`src/rtl/pipe_ctrl_pkg.sv`:
```
// Shared encodings and parameter defaults for the pipeline hazard/redirect controller.
// Holds the mult/div timer state codes, next-PC select codes and the default timing/address values.
package pipe_ctrl_pkg;

  localparam logic [1:0] ST_IDLE = 2'd0;
  localparam logic [1:0] ST_MULT = 2'd1;
  localparam logic [1:0] ST_DIV  = 2'd2;

  localparam logic [1:0] NPC_SEQ = 2'b00;
  localparam logic [1:0] NPC_EPC = 2'b01;
  localparam logic [1:0] NPC_EXC = 2'b10;

  localparam int          MULT_CYC_DEF  = 5;
  localparam int          DIV_CYC_DEF   = 10;
  localparam logic [31:0] EXC_ENTRY_DEF = 32'h0000_4180;

endpackage

```
`src/rtl/pipe_ctrl_md_timer.sv`:
```
// Occupancy timer for the multiply/divide unit.
// Tracks one operation at a time with a down-counter and exports a registered busy flag.
module md_timer
  import pipe_ctrl_pkg::*;
#(
  parameter int MULT_CYC = MULT_CYC_DEF,
  parameter int DIV_CYC  = DIV_CYC_DEF
) (
  input  logic i_clk,
  input  logic i_rst_n,
  input  logic i_start,
  input  logic i_is_div,
  input  logic i_m_req,
  output logic o_busy
);

  localparam logic [3:0] MULT_LOAD = 4'(MULT_CYC - 1);
  localparam logic [3:0] DIV_LOAD  = 4'(DIV_CYC - 1);

  logic [1:0] r_state;
  logic [1:0] w_state_nxt;
  logic [3:0] r_cnt;
  logic [3:0] w_cnt_nxt;
  logic       r_busy;

  // Starts are only accepted from IDLE; an exception in the same cycle kills the issue.
  always_comb begin
    w_state_nxt = r_state;
    w_cnt_nxt   = r_cnt;
    case (r_state)
      ST_IDLE: begin
        if (i_start && !i_m_req) begin
          if (i_is_div) begin
            w_state_nxt = ST_DIV;
            w_cnt_nxt   = DIV_LOAD;
          end else begin
            w_state_nxt = ST_MULT;
            w_cnt_nxt   = MULT_LOAD;
          end
        end else begin
          w_state_nxt = ST_IDLE;
          w_cnt_nxt   = 4'd0;
        end
      end
      ST_MULT, ST_DIV: begin
        if (r_cnt == 4'd0) begin
          w_state_nxt = ST_IDLE;
          w_cnt_nxt   = 4'd0;
        end else begin
          w_state_nxt = r_state;
          w_cnt_nxt   = r_cnt - 4'd1;
        end
      end
      default: begin
        w_state_nxt = ST_IDLE;
        w_cnt_nxt   = 4'd0;
      end
    endcase
  end

  // Busy is registered from the next state so it mirrors (state != IDLE) without a decode glitch.
  always_ff @(posedge i_clk or negedge i_rst_n) begin
    if (!i_rst_n) begin
      r_state <= ST_IDLE;
      r_cnt   <= 4'd0;
      r_busy  <= 1'b0;
    end else begin
      r_state <= w_state_nxt;
      r_cnt   <= w_cnt_nxt;
      r_busy  <= (w_state_nxt != ST_IDLE);
    end
  end

  assign o_busy = r_busy;

endmodule

```
`src/rtl/pipe_ctrl.sv`:
```
// Pipeline stall, flush and PC-redirect controller.
// Exceptions override everything; eret redirects only once the decode stage is no longer stalled.
module pipe_ctrl
  import pipe_ctrl_pkg::*;
#(
  parameter int          MULT_CYC  = MULT_CYC_DEF,
  parameter int          DIV_CYC   = DIV_CYC_DEF,
  parameter logic [31:0] EXC_ENTRY = EXC_ENTRY_DEF
) (
  input  logic        clk,
  input  logic        reset,
  input  logic        E_md_start,
  input  logic        E_md_is_div,
  input  logic        D_md_use,
  input  logic        D_data_stall,
  input  logic        M_req,
  input  logic        D_eret,
  input  logic [31:0] EPC,
  output logic        F_pause,
  output logic        E_flush,
  output logic        all_flush,
  output logic        md_busy,
  output logic [1:0]  npc_sel,
  output logic [31:0] npc_target
);

  logic w_md_busy;
  logic w_md_stall;
  logic w_stall;

  md_timer #(
    .MULT_CYC (MULT_CYC),
    .DIV_CYC  (DIV_CYC)
  ) u_md_timer (
    .i_clk    (clk),
    .i_rst_n  (reset),
    .i_start  (E_md_start),
    .i_is_div (E_md_is_div),
    .i_m_req  (M_req),
    .o_busy   (w_md_busy)
  );

  assign w_md_stall = D_md_use & (w_md_busy | E_md_start);
  assign w_stall    = (D_data_stall | w_md_stall) & ~M_req;

  assign md_busy   = w_md_busy;
  assign F_pause   = w_stall;
  assign E_flush   = w_stall;
  assign all_flush = M_req;

  // Redirect priority: exception entry, then eret (only when not stalled), else sequential.
  always_comb begin
    npc_sel    = NPC_SEQ;
    npc_target = 32'h0000_0000;
    if (M_req) begin
      npc_sel    = NPC_EXC;
      npc_target = EXC_ENTRY;
    end else if (D_eret && !w_stall) begin
      npc_sel    = NPC_EPC;
      npc_target = EPC;
    end else begin
      npc_sel    = NPC_SEQ;
      npc_target = 32'h0000_0000;
    end
  end

endmodule
```
`config.mk`:
```
export PLATFORM = sky130hd
export DESIGN_NAME = pipe_ctrl
export DESIGN_NICKNAME = d
export VERILOG_FILES = /design/src/rtl/pipe_ctrl_pkg.sv /design/src/rtl/pipe_ctrl_md_timer.sv /design/src/rtl/pipe_ctrl.sv
export SDC_FILE = /design/constraint.sdc
export NUM_CORES = 1
export LEC_CHECK = 0
export CAP_MARGIN = 30
export CELL_PAD_IN_SITES_DETAIL_PLACEMENT = 0
export CELL_PAD_IN_SITES_GLOBAL_PLACEMENT = 1
export CORE_MARGIN = 2
export CORE_UTILIZATION = 21
export DETAILED_ROUTE_END_ITERATION = 10
export HOLD_SLACK_MARGIN = 0.1
export PLACE_DENSITY = 0.88
export SYNTH_ARGS = -nofsm -noshare
export SYNTH_HDL_FRONTEND = slang
export SYNTH_HIERARCHICAL = 1
export SYNTH_SLANG_ARGS = --single-unit
```
`constraint.sdc`:
```
create_clock -name clk -period 1.25 [get_ports clk]
set_input_delay 0.375 -clock clk [delete_from_list [all_inputs] [get_ports clk]]
set_output_delay 0.375 -clock clk [all_outputs]
set_load 0.02 [all_outputs]
```
[After elaboration in Yosys (flattened, before gate mapping)]
Index checks and enable logic that the tools add are counted.
Cells by class
  $add $sub $neg: 1
  multipliers: 0
  divide/modulo/power cells: 0
  magnitude comparators: 0
  eq/ne operators: 2
  shift operators: 0
  muxes and demuxes: 12
  bitwise operators: 5
  reduce and logical (&&, ||, !) cells: 8
Operators by type and width (count)
  32-bit two-way mux: 2
  4-bit two-way mux: 3
  2-bit two-way mux: 4
  4-bit one-hot mux with 2 select lines: 1
  4-bit logical NOT: 1
  2-bit one-hot mux with 2 select lines: 1
  4-bit by 1-bit subtractor with 4-bit output, second input constant: 1
  1-bit bitwise AND: 2
  2-bit by 1-bit == test with 1-bit output, second input constant: 1
  2-bit == test, second input constant: 1
  1-bit logical AND: 2
  1-bit logical NOT: 2
  2-bit logical NOT: 1
  1-bit bitwise OR: 2
  2-bit nonzero test: 1
  2-bit OR reduction: 1
  1-bit two-way mux: 1
  1-bit inverter: 1
Word-level totals
  flip-flop bits (word level): 7
  latch bits: 0
  memory bits (writable): 0
  memory bits (read-only): 0
  bits of input ports: 40
  output and inout bits: 38
  word-level logic and storage cells: 31
  memories kept: 0

[Longest topological paths before layout]
  word-level depth: 8
  gate-level depth with buffers: 5
  mapped depth without buffers: 5

[Cells and area by module]
Netlist, hierarchy kept.
Modules (own cells, without submodules)
  pipe_ctrl: instances 1, cells an instance 83, area an instance 693.2 um^2, sequential area each 0.0 um^2
  md_timer: instances 1, cells an instance 32, area an instance 359.1 um^2, sequential area each 175.2 um^2

[Worst setup path before layout]
No wires, ideal clock.
  path kind: reg-to-output
  start point: register u_md_timer.r_busy (netlist: u_md_timer/o_busy)
  end point: output port F_pause
  data arrival time: 1305 ps
  data required time: 875 ps
  slack: -430 ps
  stages on the path, launching flop included: 4
  path buffers: 1
  path through: dfrtp_1 o21ai_0 a21oi_1 buf_4
Between the ends
  longest elaborated chain between the ends: 4
RTL lines
  start, declared: RTL line pipe_ctrl_md_timer.sv:24  | logic r_busy;
  start signal, assigned: RTL line pipe_ctrl_md_timer.sv:70  | r_busy <= (w_state_nxt != ST_IDLE);
  1-bit bitwise OR: RTL line pipe_ctrl.sv:43  | assign w_md_stall = D_md_use & (w_md_busy | E_md_start);
  1-bit bitwise AND: RTL line pipe_ctrl.sv:43
  1-bit bitwise OR: RTL line pipe_ctrl.sv:44  | assign w_stall = (D_data_stall | w_md_stall) & ~M_req;
  1-bit bitwise AND: RTL line pipe_ctrl.sv:44
  end, declared: RTL line pipe_ctrl.sv:19  | output logic F_pause,
Every way passes these cells.

[Worst setup path after layout]
  start point: register u_md_timer.r_busy (netlist: u_md_timer/o_busy)
  end point: output port npc_sel[0]
Between the ends
  longest elaborated chain between the ends: 8
RTL lines
  1-bit bitwise OR: RTL line pipe_ctrl.sv:43
  1-bit bitwise AND: RTL line pipe_ctrl.sv:43
  1-bit bitwise OR: RTL line pipe_ctrl.sv:44
  1-bit bitwise AND: RTL line pipe_ctrl.sv:44
  1-bit logical NOT: RTL line pipe_ctrl.sv:58  | end else if (D_eret && !w_stall) begin
  1-bit logical AND: RTL line pipe_ctrl.sv:58
  1-bit two-way mux: RTL line pipe_ctrl.sv:58
  2-bit two-way mux: RTL line pipe_ctrl.sv:55  | if (M_req) begin
  end, declared: RTL line pipe_ctrl.sv:23  | output logic [1:0] npc_sel,
Every way passes these cells.

==> impl_summary.log <==
INFO  metric combinationalPowerShare = 0.569
INFO  metric place.gp.congestion = 0.696
INFO  metric p_leak = 0.922 nW
INFO  metric timing_max_transition_violations_final = 0
INFO  metric crit_required = 0.88 ns
INFO  metric instances_no_fill = 274
INFO  metric timing.final.crit_share = 1.44
INFO  metric dominant_combinational_cell_family_by_area_after_synthesis = simple AND/OR/NAND/NOR gates
INFO  metric cts_inserted_buffers = 3
INFO  metric drt_pre_antenna_iters = 4
INFO  metric core = 4790 µm²
INFO  metric topRoutingLayerUsed = met4
INFO  metric cts_hold_buffers = 0
INFO  metric achievable-frequency = 557 MHz
INFO  metric total_wirelength = 3800 µm
INFO  metric relative_slew_slack = 0.735
INFO  metric slew_worst_pin = 0.397 ns
INFO  metric worst_supply_voltage_drop_on_vdd = 1.08 mV
INFO  metric grtUsageTotal = 0.139
INFO  metric crit_path_end_kind = primary output
INFO  metric synthCells = 115
INFO  metric routedWlPerCell = 13.9 µm
INFO  metric boundaryPins = 78
INFO  metric drt-met1-wl = 1480 µm
INFO  metric timing.final.hold_violations = 0
INFO  metric netSwitchingFraction = 0.367
INFO  metric first_iter_violations = 24
INFO  metric grt_start_max_net_pins = 18
INFO  metric detailroute.via_count = 1237
INFO  metric route.met3.wl = 188 µm
INFO  metric path_clk_slew = 0.04 ns
INFO  metric initial_utilization = 0.220
INFO  metric internal_power = 0.855 mW
INFO  metric worst_hold_slack = 0.404 ns
INFO  metric outcome = finished, violations left
INFO  metric floorplan.rows = 25
INFO  metric dp_cells = 266
INFO  metric crit_arrival = 1.42 ns
INFO  metric floorplan.die.height = 74.8 µm
INFO  metric placement.io_buffers = 77
INFO  metric drive_gt1_frac = 0.589
INFO  metric die-width = 74.8 µm
INFO  metric vias_in_the_first_global_route = 1178
INFO  metric htree_levels = 1
INFO  metric final_number_of_setup_violating_endpoints = 39
INFO  metric cap_violations = 0
INFO  metric pwr-share-clk = 0.239
INFO  metric clock_sinks = 7
INFO  metric fraction_of_the_mapped_netlist_area_in_adder_cells = 0.0238
INFO  metric synth.ff_latch_count = 7
INFO  metric drt_drc_violations_left = 0
INFO  metric layout-area-overhead-vs-synth = 133%
INFO  metric clock_skew = 0.00545 ns
INFO  metric path_class = reg2out
INFO  metric fp.dieArea = 5590 µm²
INFO  metric synth_mux_area_frac = 0
INFO  metric clock_path_buffers = 2
INFO  metric min_period = 1.80 ns
INFO  metric synth_compound_area_frac = 0.137
INFO  metric insertedDiodeCount = 0
INFO  metric timing.critical_path.from_type = flip-flop
INFO  metric synth-xor-area-share = 0
INFO  metric detailed_place_hpwl = 2710 µm
INFO  metric grt_first_pass_wirelength = 5990 µm
INFO  metric setup_repair_after_global_routing_missed_its_margin = true
INFO  metric synth_area = 1050 µm²
INFO  metric global_route.overflow_total = 0
INFO  metric critical_path_peak_fanout = 5
INFO  metric syn_nets = 157
INFO  metric seq_area_frac_synth = 0.166
INFO  metric power.share.sequential = 0.192
INFO  metric clk-insertion-delay-late = 0.23 ns
INFO  metric min_path_type = in2async
INFO  metric post_synth_and_or_nand_nor_area_fraction = 0.549
INFO  metric tritoncts = done
INFO  metric post_synth_num_cell_types = 28
INFO  metric cts_root_buf = sky130_fd_sc_hd__clkbuf_8
INFO  metric drtAntennaViolNets = 0
INFO  metric post_drt_via_cell_ratio = 4.51
INFO  metric violations = negative setup slack
INFO  metric final_critical_path_setup_slack = -0.547 ns
INFO  metric p_switching = 0.497 mW
INFO  metric layout.nets = 250
INFO  metric synth-warning-count = 6
INFO  metric avgSynthCellArea = 9.15 µm²
INFO  metric antenna_found_initial = 0
INFO  metric wl_met2 = 2070 µm
INFO  metric power-per-cell-area = 552 nW/µm²
[worst max-delay path, cell delays in order, from the launching register on]
cell	delay, ns
sky130_fd_sc_hd__dfrtp_2	0.41
sky130_fd_sc_hd__o21a_4	0.26
sky130_fd_sc_hd__buf_12	0.15
sky130_fd_sc_hd__nor4b_4	0.19
sky130_fd_sc_hd__buf_4	0.17
[cells in the final DEF (no fill, tap or decap), types with 2 or more instances in the layout]
master	n
sky130_fd_sc_hd__a31o_4	3
sky130_fd_sc_hd__buf_12	10
sky130_fd_sc_hd__buf_2	2
sky130_fd_sc_hd__buf_4	45
sky130_fd_sc_hd__buf_6	9
sky130_fd_sc_hd__clkbuf_8	3
sky130_fd_sc_hd__clkdlybuf4s50_1	34
sky130_fd_sc_hd__dfrtp_1	6
sky130_fd_sc_hd__inv_2	3
sky130_fd_sc_hd__nand2_1	30
sky130_fd_sc_hd__nor2_1	2
sky130_fd_sc_hd__nor4_4	29
sky130_fd_sc_hd__o21ai_1	3
sky130_fd_sc_hd__o21ai_2	3
[per-layer routing]
layer | global-route usage | vias to the layer above
met5 | 0 | -
met4 | 0.0476 | 0
met3 | 0.0174 | 6
met2 | 0.245 | 41
met1 | 0.176 | 576
li1 | - | 614
[power groups by stage]
stage / Clock [mW] / Sequential [mW] / Combinational (mW)
finish: 0.323 / 0.260 / 0.769
CTS: 0.332 / 0.260 / 0.758
global route: 0.344 / 0.263 / 0.819
detailed placement: 0 / 0.262 / 0.695
floorplan: 0 / 0.266 / 0.381
global placement: 0 / 0.261 / 0.690
[metrics by stage]
stage	setup WS [ns]	utilization	cell area, µm²	setup TNS [ns]	power [mW]
detailed placement	-1.23	0.480	2300	-44.46	0.957
global placement	-1.20	0.480	2300	-43.84	0.951
CTS	-0.558	0.506	2420	-17.74	1.35
finish	-0.547	0.512	2450	-17.75	1.35
global route	-0.626	0.512	2450	-20.04	1.43
floorplan	-0.296	-	1310	-8.10	0.647
[registers in the layout, summed over array words and instances (netlist names)]
register            flops
u_md_timer/o_busy       1
u_md_timer/r_state      2
u_md_timer/r_cnt        4
[cells by family (layout without fill, tap and decap cells)]
family          Yosys count  after routing
fa+ha+maj                 2              2
simple gates             69             69
buf+inv                  19            111
compound gates           18             18
flops                     7              7
[cell usage after synthesis]
library cell                n  area, µm²
sky130_fd_sc_hd__dfrtp_1    7        175
sky130_fd_sc_hd__buf_4      6       45.0
sky130_fd_sc_hd__buf_2      5       25.0
sky130_fd_sc_hd__o41ai_4    1       27.5
sky130_fd_sc_hd__ha_1       2       25.0
sky130_fd_sc_hd__o21a_4     1       15.0
sky130_fd_sc_hd__nor4_2    26        325
sky130_fd_sc_hd__nand2_1   31        116
sky130_fd_sc_hd__nand4b_1   1       8.76
sky130_fd_sc_hd__o311ai_1   1       8.76
sky130_fd_sc_hd__or3_1      1       6.26
sky130_fd_sc_hd__inv_2      1       3.75
sky130_fd_sc_hd__inv_1      2       7.51
sky130_fd_sc_hd__o21ai_0    2       10.0
sky130_fd_sc_hd__a31o_2     3       26.3
sky130_fd_sc_hd__nor2_1     2       7.51
sky130_fd_sc_hd__o22ai_1    1       6.26
sky130_fd_sc_hd__nor4b_1    1       8.76
sky130_fd_sc_hd__a21boi_1   1       7.51
sky130_fd_sc_hd__or4b_4     1       13.8
sky130_fd_sc_hd__nor4_4     3       63.8
sky130_fd_sc_hd__nor2b_1    2       12.5
sky130_fd_sc_hd__o21a_1     1       7.51
sky130_fd_sc_hd__clkbuf_1   1       3.75
sky130_fd_sc_hd__o21ai_1    5       25.0
sky130_fd_sc_hd__a21oi_1    2       10.0
sky130_fd_sc_hd__buf_6      4       45.0
sky130_fd_sc_hd__nor4b_2    1       15.0
[final cells by class]
cell class / count / area, µm²
clock buffers: 3 / 41.3
clock inverters: 1 / 5.00
fillers: 451 / 2330
inverters: 3 / 11.3
multi-input cells: 89 / 1060
flip-flops and latches: 7 / 176
well taps: 67 / 83.8
repair buffers: 104 / 1070
[path summary, 6_finish.rpt]
check                      cells past startpoint             startpoint                     to  slack (ns)
setup reg to reg                               3  u_md_timer/r_state[0]  u_md_timer/r_state[1]       -0.09
setup / recovery                               4      u_md_timer/o_busy             npc_sel[0]       -0.55
hold reg to reg                                1    u_md_timer/r_cnt[0]    u_md_timer/r_cnt[0]        0.54
hold / removal                                 1                  reset    u_md_timer/r_cnt[0]        0.40
min in group clk                               1    u_md_timer/r_cnt[0]    u_md_timer/r_cnt[0]        0.54
max in group asynchronous                      1                  reset      u_md_timer/o_busy        0.58
[timing repair]
action                                  in CTS  in global routing
gates resized for setup                    225                  5
buffers inserted                             1                  1
cloned                                       2                  0
pin swaps                                    8                  3
endpoints found under the setup margin      43                 42
No activity file was read; power rests on OpenSTA's default activity.
==> patch, RTL diff (same settings) <==
Reset style: synchronous (`i_rst_n`), changed in one clocked block.
--- a/src/rtl/pipe_ctrl_md_timer.sv
+++ b/src/rtl/pipe_ctrl_md_timer.sv
@@ -60,5 +60,5 @@
 
   // Busy is registered from the next state so it mirrors (state != IDLE) without a decode glitch.
-  always_ff @(posedge i_clk or negedge i_rst_n) begin
+  always_ff @(posedge i_clk) begin
     if (!i_rst_n) begin
       r_state <= ST_IDLE;
Formal check against the unedited RTL: differs if reset is asserted again (counterexample within 4 cycles, from zero or initial values and one cycle with reset low); with reset held inactive, the same outputs for 10 cycles.
==> patch against the original RTL <==
  * The flow still finishes with violations (negative setup slack)
  * Clock skew fell by 0.0036 ns
  * Die area fell by 4.5%
  * Area after synthesis fell by 4.8%
  * Worst setup slack got worse by 0.042 ns
  * Power fell by 5.6%
  * Sequential cell count did not move
  * Design area fell by 0.31%
  * Clock power barely moved
  * Wire length fell by 1.8%
  * Combinational power fell by 6.8%
  * Fmax fell by 2.3%
  * Critical path depth rose by 1
==> patch: results (changes against the original RTL) <==
Hold WC Path Type -> flip-flop to flip-flop (was input pin to asynchronous set/reset pin)
Post-Syn Instances -> 117 (was 115)
# fillers -> 418 (was 451)
Post-synth net total -> 159 (was 157)
Synth Flop Type -> dfxtp_1 (was dfrtp_1)
Failing checks -> negative setup slack (unchanged)
Vias -> 1,270 (was 1,237)
Library cells used by synthesis -> 27 (was 28)
Switching part of the total power -> 35.47% (was 36.73%)
Complex-gate fraction of the synthesized area -> 12.48% (was 13.67%)
Leak pwr -> 0.9612 nW (was 0.9225 nW)
Ratio of cells with drive above 1 in the final layout -> 63.98% (was 58.94%)
Setup ws final -> -0.5883 ns (was -0.5465 ns)
Setup TNS -> -15.63 ns (was -17.75 ns)
Wire length of the first global-routing pass -> 6078 µm (was 5989 µm)
Setup violators final -> 36 (was 39)
Delay-heaviest family, CP -> buffers and inverters (was flip-flops)
Post-layout util -> 52.43% (was 51.22%)
FF-to-FF setup slack -> 0.07 ns (was -0.09 ns)
Ranking of synthesized cells by area -> nor4_2 32%, dfxtp_1 14%, nand2_1 12% (was nor4_2 31%, dfrtp_1 17%, nand2_1 11%)
Slew HR -> 77.19% (was 73.46%)
Seq/Total Area, Yosys -> 13.98% (was 16.65%)
Post-Synth Adder-Cell Area -> 2.497% (was 2.378%)
R2r startpoint -> u_md_timer/r_state[1]$_SDFF_PN0_ (was u_md_timer/r_state[0]$_DFF_PN0_)
Status -> finished, violations left (unchanged)
Area of the multi-input gates -> 0.001045 mm² (was 0.001065 mm²)
Worst r2r dst -> u_md_timer/o_busy$_SDFF_PN0_ (was u_md_timer/r_state[1]$_DFF_PN0_)
RePlAce Congestion -> 0.7531 (was 0.6962)
Seq area share -> 5.837% (was 7.198%)
[patch: cell count changes in the layout (fill, tap and decap cells not counted), sizes merged, moves of 2 or more]
| cell | before | now |
|---|---|---|
| clkdlybuf4s50 | 34 | 21 |
| dlymetal6s2s | 0 | 8 |
| dfrtp | 7 | 0 |
| dfxtp | 0 | 7 |
| a21oi | 2 | 7 |
| dlygate4sd2 | 1 | 5 |
| o21ai | 7 | 3 |
| buf | 67 | 70 |
| nand2 | 31 | 33 |
| nand2b | 0 | 2 |
[patch: routing by layer]
| metal | global-route usage [%] | part of all wire, % |
|---|---|---|
| met5 | 0 | 0 |
| met4 | 3.086 | 0.91 |
| met3 | 3.177 | 5.7 |
| met2 | 25.43 | 55 |
| met1 | 16.86 | 38 |
[patch: how the worst max path moves through the flow]
stage	from	end	slack, ns
after global placement	D_eret	npc_target[18]	-1.28
after floorplan	E_md_start	npc_sel[0]	-0.23
after global routing	u_md_timer/o_busy$_SDFF_PN0_	npc_target[0]	-0.64
after detailed placement	D_eret	npc_target[11]	-1.30
after CTS	u_md_timer/o_busy$_SDFF_PN0_	npc_target[17]	-0.60
final	u_md_timer/o_busy$_SDFF_PN0_	npc_target[1]	-0.59
[patch: logic make-up (layout without fill, tap and decap cells)]
kind of cell	Yosys count	in the layout
adders and majority gates	2	2
buffers and inverters	19	113
DFF	7	7
AOI/OAI and AO/OA	18	18
and+or+nand+nor	71	71
[patch: repair_timing]
action / in CTS / in global routing
setup buffers: 5 / 0
hold buffers: 0 / 0
endpoints found under the setup margin: 40 / 42
endpoints found under the hold margin: 0 / 0
cloned: 4 / 0
pin swaps: 25 / 11
gates resized for setup: 227 / 22
